**src/rtl/idecoder_pkg.sv**
```systemverilog
// Shared Ch0re decode types: opcodes, instruction formats, ALU ops and operand-mux selects.
package ch0re_types;

    localparam int XLEN = 64;

    typedef enum logic [4:0] {
        OPC_LOAD     = 5'b00000,
        OPC_MISC_MEM = 5'b00011,
        OPC_OP_IMM   = 5'b00100,
        OPC_AUIPC    = 5'b00101,
        OPC_OP_IMM32 = 5'b00110,
        OPC_STORE    = 5'b01000,
        OPC_OP       = 5'b01100,
        OPC_LUI      = 5'b01101,
        OPC_OP32     = 5'b01110,
        OPC_BRANCH   = 5'b11000,
        OPC_JALR     = 5'b11001,
        OPC_JAL      = 5'b11011
    } opcode_e;

    typedef enum logic [2:0] {
        IFORMAT_R = 3'd0,
        IFORMAT_I = 3'd1,
        IFORMAT_S = 3'd2,
        IFORMAT_B = 3'd3,
        IFORMAT_U = 3'd4,
        IFORMAT_J = 3'd5
    } iformat_e;

    typedef enum logic [4:0] {
        ALU_ADD, ALU_SUB, ALU_SLL, ALU_SLT, ALU_SLTU, ALU_XOR, ALU_SRL, ALU_SRA,
        ALU_OR, ALU_AND, ALU_ADDW, ALU_SUBW, ALU_SLLW, ALU_SRLW, ALU_SRAW,
        ALU_MUL, ALU_MULH, ALU_MULHSU, ALU_MULHU, ALU_DIV, ALU_DIVU, ALU_REM, ALU_REMU,
        ALU_MULW, ALU_DIVW, ALU_DIVUW, ALU_REMW, ALU_REMUW
    } alu_op_e;

    typedef enum logic [1:0] {
        ALU_MUX1_SEL_REG = 2'd0,
        ALU_MUX1_SEL_PC  = 2'd1,
        ALU_MUX1_SEL_IMM = 2'd2
    } alu_mux1_sel_e;

    typedef enum logic {
        ALU_MUX2_SEL_REG = 1'b0,
        ALU_MUX2_SEL_IMM = 1'b1
    } alu_mux2_sel_e;

    typedef struct packed {
        logic          illegal;
        logic [4:0]    raddr1;
        logic [4:0]    raddr2;
        logic [4:0]    waddr;
        iformat_e      fmt;
        alu_op_e       alu_op;
        logic [XLEN-1:0] imm;
        alu_mux1_sel_e mux1;
        alu_mux2_sel_e mux2;
    } dec_t;

endpackage

```
**src/rtl/idecoder_intf.sv**
```systemverilog
// Port bundle between the decoder and its fetch/execute neighbours.
interface idecoder_intf;
    logic                               i_clk;
    logic                               i_rst;
    logic                               i_stall;
    logic [31:0]                        i_instr;
    logic                               o_illegal_instr;
    logic [4:0]                         o_rf_raddr1;
    logic [4:0]                         o_rf_raddr2;
    logic [4:0]                         o_rf_waddr;
    ch0re_types::iformat_e              o_instr_format;
    ch0re_types::alu_op_e               o_alu_op;
    logic [ch0re_types::XLEN-1:0]       o_imm;
    ch0re_types::alu_mux1_sel_e         o_alu_mux1_sel;
    ch0re_types::alu_mux2_sel_e         o_alu_mux2_sel;

    modport dut (
        input  i_clk, i_rst, i_stall, i_instr,
        output o_illegal_instr, o_rf_raddr1, o_rf_raddr2, o_rf_waddr,
               o_instr_format, o_alu_op, o_imm, o_alu_mux1_sel, o_alu_mux2_sel
    );
endinterface

```
**src/rtl/idecoder_imm_gen.sv**
```systemverilog
// Sign-extended immediate assembly for each RV64I instruction format.
module idec_imm_gen
    import ch0re_types::*;
(
    input  logic [31:7]     i_instr,
    input  iformat_e        i_format,
    output logic [XLEN-1:0] o_imm
);

    always_comb begin
        o_imm = '0;
        case (i_format)
            IFORMAT_I: o_imm = {{(XLEN-12){i_instr[31]}}, i_instr[31:20]};
            IFORMAT_S: o_imm = {{(XLEN-12){i_instr[31]}}, i_instr[31:25], i_instr[11:7]};
            IFORMAT_B: o_imm = {{(XLEN-13){i_instr[31]}}, i_instr[31], i_instr[7],
                                i_instr[30:25], i_instr[11:8], 1'b0};
            IFORMAT_U: o_imm = {{(XLEN-32){i_instr[31]}}, i_instr[31:12], 12'b0};
            IFORMAT_J: o_imm = {{(XLEN-21){i_instr[31]}}, i_instr[31], i_instr[19:12],
                                i_instr[20], i_instr[30:21], 1'b0};
            default:   o_imm = '0;
        endcase
    end

endmodule

```
**src/rtl/idecoder.sv**
```systemverilog
// RV64I single-stage decoder with registered outputs and stall hold.
// Optional M-extension decode is enabled by defining IDEC_RV64M_EN.
module idecoder
    import ch0re_types::*;
(
    idecoder_intf.dut bus
);

    opcode_e         opcode;
    logic [2:0]      f3;
    logic [6:0]      f7;
    logic [4:0]      rd, rs1, rs2;
    logic            illegal;
    dec_t            dec_c, dec_d, dec_q;
    logic [XLEN-1:0] imm_w;

    assign opcode = opcode_e'(bus.i_instr[6:2]);
    assign rd     = bus.i_instr[11:7];
    assign f3     = bus.i_instr[14:12];
    assign rs1    = bus.i_instr[19:15];
    assign rs2    = bus.i_instr[24:20];
    assign f7     = bus.i_instr[31:25];

    always_comb begin
        dec_c   = '0;
        illegal = 1'b0;
        case (opcode)
            OPC_OP, OPC_OP32: begin
                dec_c.fmt    = IFORMAT_R;
                dec_c.raddr1 = rs1;
                dec_c.raddr2 = rs2;
                dec_c.waddr  = rd;
                case ({opcode == OPC_OP32, f7, f3})
                    {1'b0, 7'h00, 3'd0}: dec_c.alu_op = ALU_ADD;
                    {1'b0, 7'h00, 3'd1}: dec_c.alu_op = ALU_SLL;
                    {1'b0, 7'h00, 3'd2}: dec_c.alu_op = ALU_SLT;
                    {1'b0, 7'h00, 3'd3}: dec_c.alu_op = ALU_SLTU;
                    {1'b0, 7'h00, 3'd4}: dec_c.alu_op = ALU_XOR;
                    {1'b0, 7'h00, 3'd5}: dec_c.alu_op = ALU_SRL;
                    {1'b0, 7'h00, 3'd6}: dec_c.alu_op = ALU_OR;
                    {1'b0, 7'h00, 3'd7}: dec_c.alu_op = ALU_AND;
                    {1'b0, 7'h20, 3'd0}: dec_c.alu_op = ALU_SUB;
                    {1'b0, 7'h20, 3'd5}: dec_c.alu_op = ALU_SRA;
                    {1'b1, 7'h00, 3'd0}: dec_c.alu_op = ALU_ADDW;
                    {1'b1, 7'h00, 3'd1}: dec_c.alu_op = ALU_SLLW;
                    {1'b1, 7'h00, 3'd5}: dec_c.alu_op = ALU_SRLW;
                    {1'b1, 7'h20, 3'd0}: dec_c.alu_op = ALU_SUBW;
                    {1'b1, 7'h20, 3'd5}: dec_c.alu_op = ALU_SRAW;
`ifdef IDEC_RV64M_EN
                    {1'b0, 7'h01, 3'd0}: dec_c.alu_op = ALU_MUL;
                    {1'b0, 7'h01, 3'd1}: dec_c.alu_op = ALU_MULH;
                    {1'b0, 7'h01, 3'd2}: dec_c.alu_op = ALU_MULHSU;
                    {1'b0, 7'h01, 3'd3}: dec_c.alu_op = ALU_MULHU;
                    {1'b0, 7'h01, 3'd4}: dec_c.alu_op = ALU_DIV;
                    {1'b0, 7'h01, 3'd5}: dec_c.alu_op = ALU_DIVU;
                    {1'b0, 7'h01, 3'd6}: dec_c.alu_op = ALU_REM;
                    {1'b0, 7'h01, 3'd7}: dec_c.alu_op = ALU_REMU;
                    {1'b1, 7'h01, 3'd0}: dec_c.alu_op = ALU_MULW;
                    {1'b1, 7'h01, 3'd4}: dec_c.alu_op = ALU_DIVW;
                    {1'b1, 7'h01, 3'd5}: dec_c.alu_op = ALU_DIVUW;
                    {1'b1, 7'h01, 3'd6}: dec_c.alu_op = ALU_REMW;
                    {1'b1, 7'h01, 3'd7}: dec_c.alu_op = ALU_REMUW;
`endif
                    default:             illegal = 1'b1;
                endcase
            end
            OPC_OP_IMM, OPC_OP_IMM32, OPC_LOAD, OPC_JALR: begin
                dec_c.fmt    = IFORMAT_I;
                dec_c.raddr1 = rs1;
                dec_c.waddr  = rd;
                dec_c.mux2   = ALU_MUX2_SEL_IMM;
                if (opcode == OPC_OP_IMM) begin
                    case (f3)
                        3'd0: dec_c.alu_op = ALU_ADD;
                        3'd1: if (f7[6:1] == 6'h00) dec_c.alu_op = ALU_SLL; else illegal = 1'b1;
                        3'd2: dec_c.alu_op = ALU_SLT;
                        3'd3: dec_c.alu_op = ALU_SLTU;
                        3'd4: dec_c.alu_op = ALU_XOR;
                        3'd5: begin
                            if (f7[6:1] == 6'h00)      dec_c.alu_op = ALU_SRL;
                            else if (f7[6:1] == 6'h10) dec_c.alu_op = ALU_SRA;
                            else                       illegal = 1'b1;
                        end
                        3'd6: dec_c.alu_op = ALU_OR;
                        default: dec_c.alu_op = ALU_AND;
                    endcase
                end else if (opcode == OPC_OP_IMM32) begin
                    case (f3)
                        3'd0: dec_c.alu_op = ALU_ADDW;
                        3'd1: if (f7 == 7'h00) dec_c.alu_op = ALU_SLLW; else illegal = 1'b1;
                        3'd5: begin
                            if (f7 == 7'h00)      dec_c.alu_op = ALU_SRLW;
                            else if (f7 == 7'h20) dec_c.alu_op = ALU_SRAW;
                            else                  illegal = 1'b1;
                        end
                        default: illegal = 1'b1;
                    endcase
                end else if (opcode == OPC_LOAD) begin
                    illegal = (f3 == 3'd7);
                end else begin
                    illegal = (f3 != 3'd0);
                end
            end
            OPC_STORE: begin
                dec_c.fmt    = IFORMAT_S;
                dec_c.raddr1 = rs1;
                dec_c.raddr2 = rs2;
                dec_c.mux2   = ALU_MUX2_SEL_IMM;
                illegal      = f3[2];
            end
            OPC_BRANCH: begin
                dec_c.fmt    = IFORMAT_B;
                dec_c.raddr1 = rs1;
                dec_c.raddr2 = rs2;
                case (f3[2:1])
                    2'b00:   dec_c.alu_op = ALU_SUB;
                    2'b10:   dec_c.alu_op = ALU_SLT;
                    2'b11:   dec_c.alu_op = ALU_SLTU;
                    default: illegal = 1'b1;
                endcase
            end
            OPC_JAL: begin
                dec_c.fmt   = IFORMAT_J;
                dec_c.waddr = rd;
                dec_c.mux1  = ALU_MUX1_SEL_PC;
                dec_c.mux2  = ALU_MUX2_SEL_IMM;
            end
            OPC_LUI, OPC_AUIPC: begin
                dec_c.fmt   = IFORMAT_U;
                dec_c.waddr = rd;
                dec_c.mux1  = (opcode == OPC_AUIPC) ? ALU_MUX1_SEL_PC : ALU_MUX1_SEL_IMM;
                dec_c.mux2  = ALU_MUX2_SEL_IMM;
            end
            default: illegal = 1'b1;
        endcase

        if (bus.i_instr[1:0] != 2'b11) illegal = 1'b1;

        // Illegal words keep their nominal-format routing but must not write or compute.
        dec_c.illegal = illegal;
        if (illegal) begin
            dec_c.waddr  = '0;
            dec_c.alu_op = ALU_ADD;
        end
    end

    idec_imm_gen u_imm_gen (
        .i_instr  (bus.i_instr[31:7]),
        .i_format (dec_c.fmt),
        .o_imm    (imm_w)
    );

    always_comb begin
        dec_d     = dec_c;
        dec_d.imm = dec_c.illegal ? '0 : imm_w;
    end

    always_ff @(posedge bus.i_clk) begin
        if (bus.i_rst) begin
            dec_q <= '0;
        end else if (!bus.i_stall) begin
            dec_q <= dec_d;
        end
    end

    assign bus.o_illegal_instr = dec_q.illegal;
    assign bus.o_rf_raddr1     = dec_q.raddr1;
    assign bus.o_rf_raddr2     = dec_q.raddr2;
    assign bus.o_rf_waddr      = dec_q.waddr;
    assign bus.o_instr_format  = dec_q.fmt;
    assign bus.o_alu_op        = dec_q.alu_op;
    assign bus.o_imm           = dec_q.imm;
    assign bus.o_alu_mux1_sel  = dec_q.mux1;
    assign bus.o_alu_mux2_sel  = dec_q.mux2;

endmodule

```
**src/flat_wrapper.sv**
```systemverilog
// flat-port wrapper written by rule: the top's interface ports become plain ports
module idecoder_flat import ch0re_types::*;
  (bus_i_clk, bus_i_rst, bus_i_stall, bus_i_instr, bus_o_illegal_instr, bus_o_rf_raddr1, bus_o_rf_raddr2, bus_o_rf_waddr, bus_o_instr_format, bus_o_alu_op, bus_o_imm, bus_o_alu_mux1_sel, bus_o_alu_mux2_sel);
  idecoder_intf bus_i ();
  input wire logic [$bits(bus_i.i_clk)-1:0] bus_i_clk;
  input wire logic [$bits(bus_i.i_rst)-1:0] bus_i_rst;
  input wire logic [$bits(bus_i.i_stall)-1:0] bus_i_stall;
  input wire logic [$bits(bus_i.i_instr)-1:0] bus_i_instr;
  output wire logic [$bits(bus_i.o_illegal_instr)-1:0] bus_o_illegal_instr;
  output wire logic [$bits(bus_i.o_rf_raddr1)-1:0] bus_o_rf_raddr1;
  output wire logic [$bits(bus_i.o_rf_raddr2)-1:0] bus_o_rf_raddr2;
  output wire logic [$bits(bus_i.o_rf_waddr)-1:0] bus_o_rf_waddr;
  output wire logic [$bits(bus_i.o_instr_format)-1:0] bus_o_instr_format;
  output wire logic [$bits(bus_i.o_alu_op)-1:0] bus_o_alu_op;
  output wire logic [$bits(bus_i.o_imm)-1:0] bus_o_imm;
  output wire logic [$bits(bus_i.o_alu_mux1_sel)-1:0] bus_o_alu_mux1_sel;
  output wire logic [$bits(bus_i.o_alu_mux2_sel)-1:0] bus_o_alu_mux2_sel;
  assign bus_i.i_clk = bus_i_clk;
  assign bus_i.i_rst = bus_i_rst;
  assign bus_i.i_stall = bus_i_stall;
  assign bus_i.i_instr = bus_i_instr;
  assign bus_o_illegal_instr = bus_i.o_illegal_instr;
  assign bus_o_rf_raddr1 = bus_i.o_rf_raddr1;
  assign bus_o_rf_raddr2 = bus_i.o_rf_raddr2;
  assign bus_o_rf_waddr = bus_i.o_rf_waddr;
  assign bus_o_instr_format = bus_i.o_instr_format;
  assign bus_o_alu_op = bus_i.o_alu_op;
  assign bus_o_imm = bus_i.o_imm;
  assign bus_o_alu_mux1_sel = bus_i.o_alu_mux1_sel;
  assign bus_o_alu_mux2_sel = bus_i.o_alu_mux2_sel;
  idecoder u_core (.bus(bus_i));
endmodule
```
**config.mk**
```make
export PLATFORM = sky130hd
export DESIGN_NAME = idecoder_flat
export DESIGN_NICKNAME = d
export VERILOG_FILES = /design/src/rtl/idecoder_pkg.sv /design/src/rtl/idecoder_intf.sv /design/src/rtl/idecoder_imm_gen.sv /design/src/rtl/idecoder.sv /design/src/flat_wrapper.sv
export SDC_FILE = /design/constraint.sdc
export NUM_CORES = 1
export LEC_CHECK = 0
export CAP_MARGIN = 25
export CORE_ASPECT_RATIO = 0.6
export CORE_MARGIN = 3
export CORE_UTILIZATION = 45
export DETAILED_ROUTE_END_ITERATION = 8
export GPL_TIMING_DRIVEN = 1
export PLACE_DENSITY_LB_ADDON = 0.3
export SYNTH_ARGS = -nofsm -noshare
export SYNTH_HDL_FRONTEND = slang
export SYNTH_SLANG_ARGS = --single-unit
export TNS_END_PERCENT = 10
```
**constraint.sdc**
```tcl
create_clock -name bus_i_clk -period 4.61 [get_ports bus_i_clk]
set_input_delay 0.6915 -clock bus_i_clk [delete_from_list [all_inputs] [get_ports bus_i_clk]]
set_output_delay 0.6915 -clock bus_i_clk [all_outputs]
set_load 0.02 [all_outputs]
```
Word-level counts from Yosys, hierarchy flattened --
Cells that the tools add are included.
Storage, ports and cells: logic and storage cells 106, flip-flop bits (word level) 91
Cells by class: multiplexer cells 39, reductions and logical operators 17, equality and inequality tests 41
Operators by type and width (count):
- case mux 64 bit (5 select lines) | 1
- two-way mux 64 bit | 1
- case mux 4 bit (14 select lines) | 1
- == test 11 bit, second input constant | 5
- two-way mux 5 bit | 9
- == test 11 x 3 -> 1 bit, second input constant | 4
- case mux 5 bit (7 select lines) | 1
- case mux 5 bit (3 select lines) | 2
- == test 11 x 2 -> 1 bit, second input constant | 2
- == test 11 x 9 -> 1 bit, second input constant | 2
- == test 5 x 4 -> 1 bit, second input constant | 4
- == test 3 bit, second input constant | 6
- OR reduction 8 bit | 2
- == test 5 x 3 -> 1 bit, second input constant | 3
- == test 5 bit, second input constant | 3
- case mux 3 bit (5 select lines) | 1
- OR reduction 15 bit | 1
- two-way mux 1 bit | 13
- == test 3 x 2 -> 1 bit, second input constant | 4
- == test 11 x 1 -> 1 bit, second input constant | 1
- zero test 11 bit | 1
- case mux 3 bit (3 select lines) | 1
- OR reduction 9 bit | 1
- two-way mux 4 bit | 2
- other kinds (20) | 26

Longest topological paths before layout --
Gate-level depths: netlist (run 1).
depth in word-level cells 9, depth in mapped cells 10, depth with buffers taken out 7

Hierarchy --
A second synthesis (run 1) with hierarchy kept.
Unflattened totals: cell total of the unflattened synthesis 452, area total of the unflattened synthesis 4230.3 um^2
By module, submodules not included:
- idecoder | times used 1, cells each 354, sequential area each 1801.7 um^2, area each 3599.7 um^2
- idec_imm_gen | times used 1, cells each 98, sequential area each 0.0 um^2, area each 630.6 um^2

Worst setup path before layout (run 1) --
Ideal clock, no wire load.
path type input to register, start point input port bus_i_instr[5], end point register u_core.dec_q (netlist bit u_core.bus.o_imm[10]), slack 1.995 ns, buffers on the path 3, stages 9, data arrival time 2.498 ns, setup time 0.117 ns, required time 4.493 ns, cell sequence buf_6 -> or3b_4 -> or3_1 -> buf_6 -> nor4_4 -> a41oi_2 -> and3_4 -> buf_6 -> a32o_1
On the way: word-level cells in the longest chain between the ends 7
RTL lines:
- start: declaration | RTL line flat_wrapper.sv:8 | input wire logic [$bits(bus_i.i_instr)-1:0] bus_i_instr;
- == test 5 x 4 -> 1 bit or zero test 5 bit (tied branches) | RTL line idecoder.sv:27, idecoder.sv:33, idecoder.sv:98
- == test 11 x 1 -> 1 bit, or another cell as far along | RTL line idecoder.sv:33 | case ({opcode == OPC_OP32, f7, f3})
- OR reduction 15 bit (no line) or two-way mux 1 bit (tied branches)
- two-way mux 1 bit (on tied branches) | RTL line idecoder.sv:33, idecoder.sv:72
- case mux 1 bit (5 select lines) | RTL line idecoder.sv:27 | case (opcode)
- two-way mux 1 bit | RTL line idecoder.sv:137 | if (bus.i_instr[1:0] != 2'b11) illegal = 1'b1;
- two-way mux 64 bit (*) | RTL line idecoder.sv:155 | dec_d.imm = dec_c.illegal ? '0 : imm_w;
- end signal: assignment | RTL line idecoder.sv:160 | dec_q <= '0;
- end signal: assignment | RTL line idecoder.sv:162 | dec_q <= dec_d;
- end: declaration | RTL line idecoder.sv:14 | dec_t dec_c, dec_d, dec_q;
Mark *: on every way between the ends. The rest lies on a longest branch, timed or not. A chain may end at the register's enable or synchronous reset.

Final worst setup path (run 1) --
start point input port bus_i_instr[2], end point register u_core.dec_q (netlist bit u_core.bus.o_imm[26])
Same word-level chain as after synthesis.

==> results of run 1 <==
==> critical path: cells and delay by family <==
kind | cells | cell delay (ns)
buf+inv | 1 | 0.64
compound gates | 2 | 0.70
simple gates | 4 | 1.59
==> power breakdown <==
part / internal (mW) / switching [mW] / total (mW)
Clock: 0.485 / 0.233 / 0.719
Combinational: 0.0671 / 0.0991 / 0.166
Sequential: 0.507 / 0.00325 / 0.510
Total: 1.06 / 0.336 / 1.40
==> registers in the layout, summed over array words and instances (netlist names) <==
register,cells
u_core.bus.o_instr_format,3
u_core.bus.o_rf_waddr,5
u_core.bus.o_illegal_instr,1
u_core.bus.o_imm,32
u_core.bus.o_alu_mux1_sel,2
u_core.bus.o_rf_raddr2,5
u_core.bus.o_alu_op,4
u_core.bus.o_rf_raddr1,5
u_core.bus.o_alu_mux2_sel,1
==> through the flow <==
| step | power (mW) | util, % | std cells |
|---|---|---|---|
| 6_report | 1.40 | 66.4 | 567 |
| 5_1_grt | 1.44 | 66.4 | 567 |
| 4_1_cts | 1.40 | 66.4 | 567 |
| 3_5_place_dp | 0.683 | 61.7 | 551 |
| 3_3_place_gp | 0.683 | 61.7 | 551 |
| 2_1_floorplan | 0.615 | - | 396 |
==> how the worst min path moves through the flow <==
| stage | startpoint | endpoint | cells past startpoint |
|---|---|---|---|
| finish | u_core.bus.o_imm[14] | u_core.bus.o_imm[14] | 2 |
| CTS | u_core.bus.o_imm[0] | u_core.bus.o_imm[0] | 2 |
| global route | u_core.bus.o_imm[2] | u_core.bus.o_imm[2] | 2 |
| detailed placement | u_core.bus.o_imm[0] | u_core.bus.o_imm[0] | 2 |
| floorplan | u_core.bus.o_imm[19] | u_core.bus.o_imm[19] | 2 |
| global placement | u_core.bus.o_imm[15] | u_core.bus.o_imm[15] | 2 |
==> per-layer routing <==
metal	GRT usage [%]	vias up	share of wire (%)	routed length, um
met5	0	-	0	0
met4	4.17	0	0.71	78
met3	10.4	8	10	1130
met2	38.1	151	42	4610
met1	38.8	1619	47	5210
li1	-	1562	-	-
==> synth_stat cells, drive strengths merged (2+ instances only) <==
cell / number / share of area (%)
a31oi: 3 / 0.58
or2: 2 / 0.39
and3: 3 / 0.73
nor2b: 5 / 0.97
o21ai: 40 / 6.2
a211oi: 4 / 0.93
a22oi: 16 / 3.7
clkbuf: 13 / 1.5
xnor2: 2 / 0.54
dfxtp: 58 / 36
a41oi: 2 / 0.77
nor2: 36 / 4.7
nand3: 4 / 0.77
o21bai: 2 / 0.46
and2: 2 / 0.39
buf: 50 / 12
a21oi: 31 / 4.8
a311oi: 3 / 1.0
inv: 4 / 0.46
a32o: 11 / 3.4
nor3: 9 / 1.4
nand2: 46 / 5.3
a21o: 2 / 0.46
nor4: 6 / 1.6
nand2b: 3 / 0.58
nor4b: 2 / 0.73
mux2i: 5 / 1.5
a32oi: 3 / 0.81
a221oi: 3 / 0.81
nand3b: 4 / 1.3
or3: 4 / 0.77
==> final cells by class <==
type / instances / area [um^2] / share of cell area [%]
clock buffers: 11 / 243 / 5.36
flip-flops and latches: 58 / 1160 / 25.6
multi-input cells: 270 / 1620 / 35.8
well taps: 87 / 109 / 2.40
clock inverters: 5 / 77.6 / 1.71
inverters: 4 / 15.0 / 0.331
repair buffers: 132 / 1300 / 28.7
==> logic make-up (layout without fill, tap and decap cells) <==
| logic type | after synthesis | after routing | synth area share (%) |
|---|---|---|---|
| AO/OA/AOI/OAI | 128 | 128 | 26.0 |
| XOR/XNOR | 3 | 3 | 0.813 |
| buffers and inverters | 68 | 152 | 14.0 |
| flip-flops | 58 | 58 | 35.9 |
| multiplexers | 5 | 5 | 1.55 |
| other | 1 | 1 | 0.116 |
| AND/OR/NAND/NOR | 133 | 133 | 21.7 |
==> results_dict.tcl, run 1 <==
set metrics [dict create \
    grt_setup_unrepaired "false" \
    holdCritPathClass "register to register" \
    postCtsResizedCells 0 \
    dominantRegCellSynth "sky130_fd_sc_hd__dfxtp_1" \
    num_antenna_cells 0 \
    period_minus_slack_ns 3.39 \
    vias_per_cell 5.89 \
    design.final.nets 510 \
    globalRouteTotalUtil_pct 26.7 \
    crit_start "bus_i_instr[2]" \
    worstRegToRegCells 2 \
    slowest_stage "sky130_fd_sc_hd__clkdlybuf4s50_1" \
    hpwlAfterDp_um 8150 \
    layout.filler_cells 557 \
    cp_data_arrival_time_ns 3.63 \
    cts-root-buf "sky130_fd_sc_hd__clkbuf_16" \
    preCtsSetupSlack_ns 0.994 \
    synth_seq_area_share_pct 35.9 \
    avgRoutedWirePerCell_um 19.5 \
    timing.max_cap.violations 0 \
    synth.cell_area_um2 3230 \
    fmax_mhz 295 \
    worst_setup_path_endpoint "u_core.bus.o_imm[26]" \
    grt_max_degree 35 \
    io_pins 126 \
    synth.net_count 431 \
    sinks_on_the_clock_net 58 \
    yosys.cell_types.count 62 \
    grt_pass1_wl_um 16900 \
    die_w_um 115 \
    drt_drc_violations_left 0 \
    power-per-cell-area_nw_per_um2 308 \
    cts_setup_buffers 0 \
    ctsLongestPathBuffers 2 \
    cp_slowest_stage_delay_ns 0.64 \
    yosysWarnings 0 \
    worstPathCellList "clkdlybuf4s50_1 -> nand2b_1 -> nor2_1 -> nand4b_1 -> a41oi_2 -> nand3_2 -> o21ai_0" \
    ant_nets 0 \
    worst_slack_ns 1.22 \
    fin_skew_ns 0 \
    timing.final.hold_violations 0 \
    die_area_um2 8270 \
    setup-tns-final_ns 0 \
    clk_pin_slew_ns 0.05 \
    leakage_nw 1.57 \
    critical_path_class "primary input to register" \
    postPlaceCellArea_um2 4210 \
    r2r_slack_ns 3.39 \
    cp-start-kind "primary input" \
    synth_async_sr_flop_share_pct 0 \
    timing.hold.ws_ns 0.456 \
    first_iter_violations 284 \
    peakVddDrop_uv 202 \
    postSynthAreaPerCell_um2 8.17 \
    commonest_non_fill_non_tap_cells_in_the_layout "sky130_fd_sc_hd__clkdlybuf4s50_1, sky130_fd_sc_hd__dfxtp_1, sky130_fd_sc_hd__nand2_1" \
    floorplan.initialDensity_pct 47.4 \
    synth-edff-count 0 \
    drt_wl_total_um 11000 \
    vias 3340 \
    worst_slew_margin_rel_pct 37.1 \
    dieHeight_um 71.7 \
    cts_buffers 9 \
    worst-path-max-fanout 26 \
    place.port_buffers 124 \
    reg2reg_to "u_core.bus.o_imm[62]" \
    leading_cell_type_in_the_layout_fill_and_taps_excluded "sky130_fd_sc_hd__clkdlybuf4s50_1" \
    core_area_um2 6820 \
    detailedRoute.firstPassIterationCount 5 \
    htree_levels 3 \
    via_count_of_the_first_global_routing_pass 3087 \
    synth_seq_cells 58 \
    post_route_cells_drive_above_1_share_pct 7.92 \
    finalWeightedCongestion 0.985 \
    final_max_tran_viols 0 \
    layout_worst_path_cycle_share_pct 73.6 \
    crit_required_ns 4.85 \
    syn2layout_area_growth_pct 40.1 \
    status "completed" \
    worst_r2r_startpoint "u_core.bus.o_imm[62]" \
    timing_worst_slew_pin_value_ns 0.942 \
    stdcell_area_um2 4530 \
    clk_latency_ns 0.33 \
    grt_overflow 0 \
    num_rows 23 \
    hold_buffers 0 \
    end_kind "register" \
    grt_antenna_before_repair 0 \
    clock_tree_from_tritoncts "yes" \
    finalSetupViolCount 0 \
    postSynthCellCount 396 \
]
(Power assumes the default switching activity.)
==> run 2, diff against run 1 <==
- CORE_UTILIZATION: 45 -> 40
- clock period: 4.61 -> 2.9 ns (I/O delays scaled with it)
==> results_dict.tcl, run 2 (synthesis results as in run 1) <==
set metrics [dict create \
    timing.final.hold_violations 0 \
    cp_slowest_stage_delay_ns 0.47 \
    peakVddDrop_uv 425 \
    worstRegToRegCells 3 \
    drt_wl_total_um 11100 \
    crit_required_ns 3.13 \
    hpwlAfterDp_um 8500 \
    layout.area.seq_um2 1160 \
    clock_tree_from_tritoncts "yes" \
    worst_slack_ns 0.300 \
    globalRouteTotalUtil_pct 23.2 \
    final_max_tran_viols 0 \
    grt_max_degree 35 \
    finalSetupViolCount 0 \
    fin_skew_ns 0 \
    sinks_on_the_clock_net 58 \
    fmax_mhz 385 \
    floorplan.initialDensity_pct 42.9 \
    met3_wl_um 1320 \
    slowest_stage "sky130_fd_sc_hd__clkdlybuf4s50_1" \
    dieHeight_um 75.7 \
    clk_pin_slew_ns 0.05 \
    ant_nets 0 \
    die_area_um2 9240 \
    crit_buf_inv 2 \
    end_kind "register" \
    power_switching_share_pct 24.7 \
    worst_r2r_startpoint "u_core.bus.o_imm[62]" \
    avgRoutedWirePerCell_um 17.9 \
    multiInputGateArea_um2 1620 \
    hold-path-cell-count 2 \
    cts_setup_buffers 0 \
    ctsLongestPathBuffers 2 \
    cell_internal_pwr_mw 1.53 \
    timing.max_cap.violations 0 \
    drt_drc_violations_left 0 \
    syn2layout_area_growth_pct 47.9 \
    design.final.nets 545 \
    worstPathCellList "clkdlybuf4s50_1 -> nor3_1 -> nand2_1 -> o31ai_1 -> nand4b_1 -> a41oi_2 -> nand3_2 -> buf_12 -> o21ai_0" \
    setup-tns-final_ns 0 \
    timing_worst_slew_pin_value_ns 0.929 \
    cts-root-buf "sky130_fd_sc_hd__clkbuf_16" \
    detailedRoute.firstPassIterationCount 5 \
    grt_overflow 0 \
    power-per-cell-area_nw_per_um2 426 \
    via_count_of_the_first_global_routing_pass 3012 \
    vias 3415 \
    num_rows 24 \
    timing.critical_path.max_delay_family "compound AO/OA/AOI/OAI gates" \
    hold_buffers 0 \
    leakage_nw 1.72 \
    routedLengthMet1_um 5150 \
    layout.filler_cells 646 \
    totalPowerFinal_mw 2.04 \
    critical_path_class "primary input to register" \
    die_w_um 122 \
    topRoutingLayerUsed "met4" \
    hold_start "u_core.bus.o_imm[26]" \
    status "completed" \
    clk_latency_ns 0.32 \
    commonest_non_fill_non_tap_cells_in_the_layout "sky130_fd_sc_hd__clkdlybuf4s50_1, sky130_fd_sc_hd__dfxtp_1, sky130_fd_sc_hd__nand2_1" \
    holdCritPathClass "register to register" \
    largest_register_ffs 32 \
    cp-start-kind "primary input" \
    vias_per_cell 5.52 \
    post_route_cells_drive_above_1_share_pct 13.8 \
    leading_cell_type_in_the_layout_fill_and_taps_excluded "sky130_fd_sc_hd__clkdlybuf4s50_1" \
    cts_buffers 9 \
    sequentialPowerShare_pct 39.9 \
    core_area_um2 7540 \
    finalWeightedCongestion 0.957 \
    grt_setup_unrepaired "false" \
    place.port_buffers 124 \
    cp_data_arrival_time_ns 2.83 \
    worst-path-max-fanout 26 \
    period_minus_slack_ns 2.60 \
    layout_worst_path_cycle_share_pct 89.7 \
    io_pins 126 \
    met2RoutedLength_um 4550 \
    r2r_slack_ns 1.58 \
    grt_pass1_wl_um 16400 \
    reg2reg_to "u_core.bus.o_imm[62]" \
    combPwrFrac_pct 14.6 \
    hold_path_end "u_core.bus.o_imm[26]" \
    postCtsResizedCells 0 \
    preCtsSetupSlack_ns 0.0638 \
    num_antenna_cells 0 \
    worst_slew_margin_rel_pct 38.0 \
    timing.hold.ws_ns 0.451 \
    htree_levels 3 \
    clkPwrFrac_pct 45.6 \
    p_switching_uw 504 \
    first_iter_violations 411 \
    grt_antenna_before_repair 0 \
]
run 2: changes by cell type in the layout (fill, tap and decap cells not counted), sizes merged:
cell,before,now
buf,8,43
clkbuf,11,13
clkinvlp,1,0
bufinv,2,0
clkinv,2,3
run 2: metrics by stage:
step                      cell area (um^2)  utilization, %  cells
final                                 4780            63.5    619
after global routing                  4780            63.5    619
after CTS                             4780            63.5    619
after detailed placement              4520            60.0    603
after global placement                4520            60.0    603
after floorplan                       3230               -    396
run 2: power groups by stage:
stage | Combinational [mW] | Clock (mW) | Sequential [mW]
6_report | 0.297 | 0.930 | 0.813
2_1_floorplan | 0.141 | 0 | 0.837
4_1_cts | 0.293 | 0.939 | 0.813
3_3_place_gp | 0.290 | 0 | 0.828
5_1_grt | 0.317 | 0.986 | 0.813
3_5_place_dp | 0.290 | 0 | 0.828
run 2: per-layer routing:
| metal | GRT usage [%] | vias to the layer above |
|---|---|---|
| li1 | - | 1629 |
| met1 | 34.6 | 1611 |
| met2 | 32.5 | 168 |
| met3 | 8.61 | 7 |
| met4 | 3.35 | 0 |
| met5 | 0 | - |
run 2: how the worst max path moves through the flow:
stage / start / end / slack (ns) / cells past startpoint
floorplan: bus_i_instr[5] / u_core.bus.o_imm[10] / 0.54 / 9
global placement: bus_i_instr[29] / u_core.bus.o_imm[8] / 0.09 / 8
detailed placement: bus_i_instr[6] / u_core.bus.o_imm[8] / 0.06 / 8
CTS: bus_i_instr[6] / u_core.bus.o_imm[8] / 0.39 / 8
global route: bus_i_instr[13] / u_core.bus.o_imm[1] / 0.21 / 10
finish: bus_i_instr[29] / u_core.bus.o_imm[14] / 0.30 / 9
run 2: final cells by class:
cell class | instances | area share [%]
clock buffer | 13 | 5.23
clock inverter | 3 | 0.314
inverter | 4 | 0.314
multi-input combinational | 270 | 33.9
sequential | 58 | 24.3
tap | 104 | 2.72
timing repair buffer | 167 | 33.2
run 2: worst register-to-register path: stages, from the launching register on:
cell and delay, ns:
sky130_fd_sc_hd__dfxtp_1 0.92, sky130_fd_sc_hd__buf_4 0.23, sky130_fd_sc_hd__nand2_1 0.04, sky130_fd_sc_hd__o21ai_0 0.06
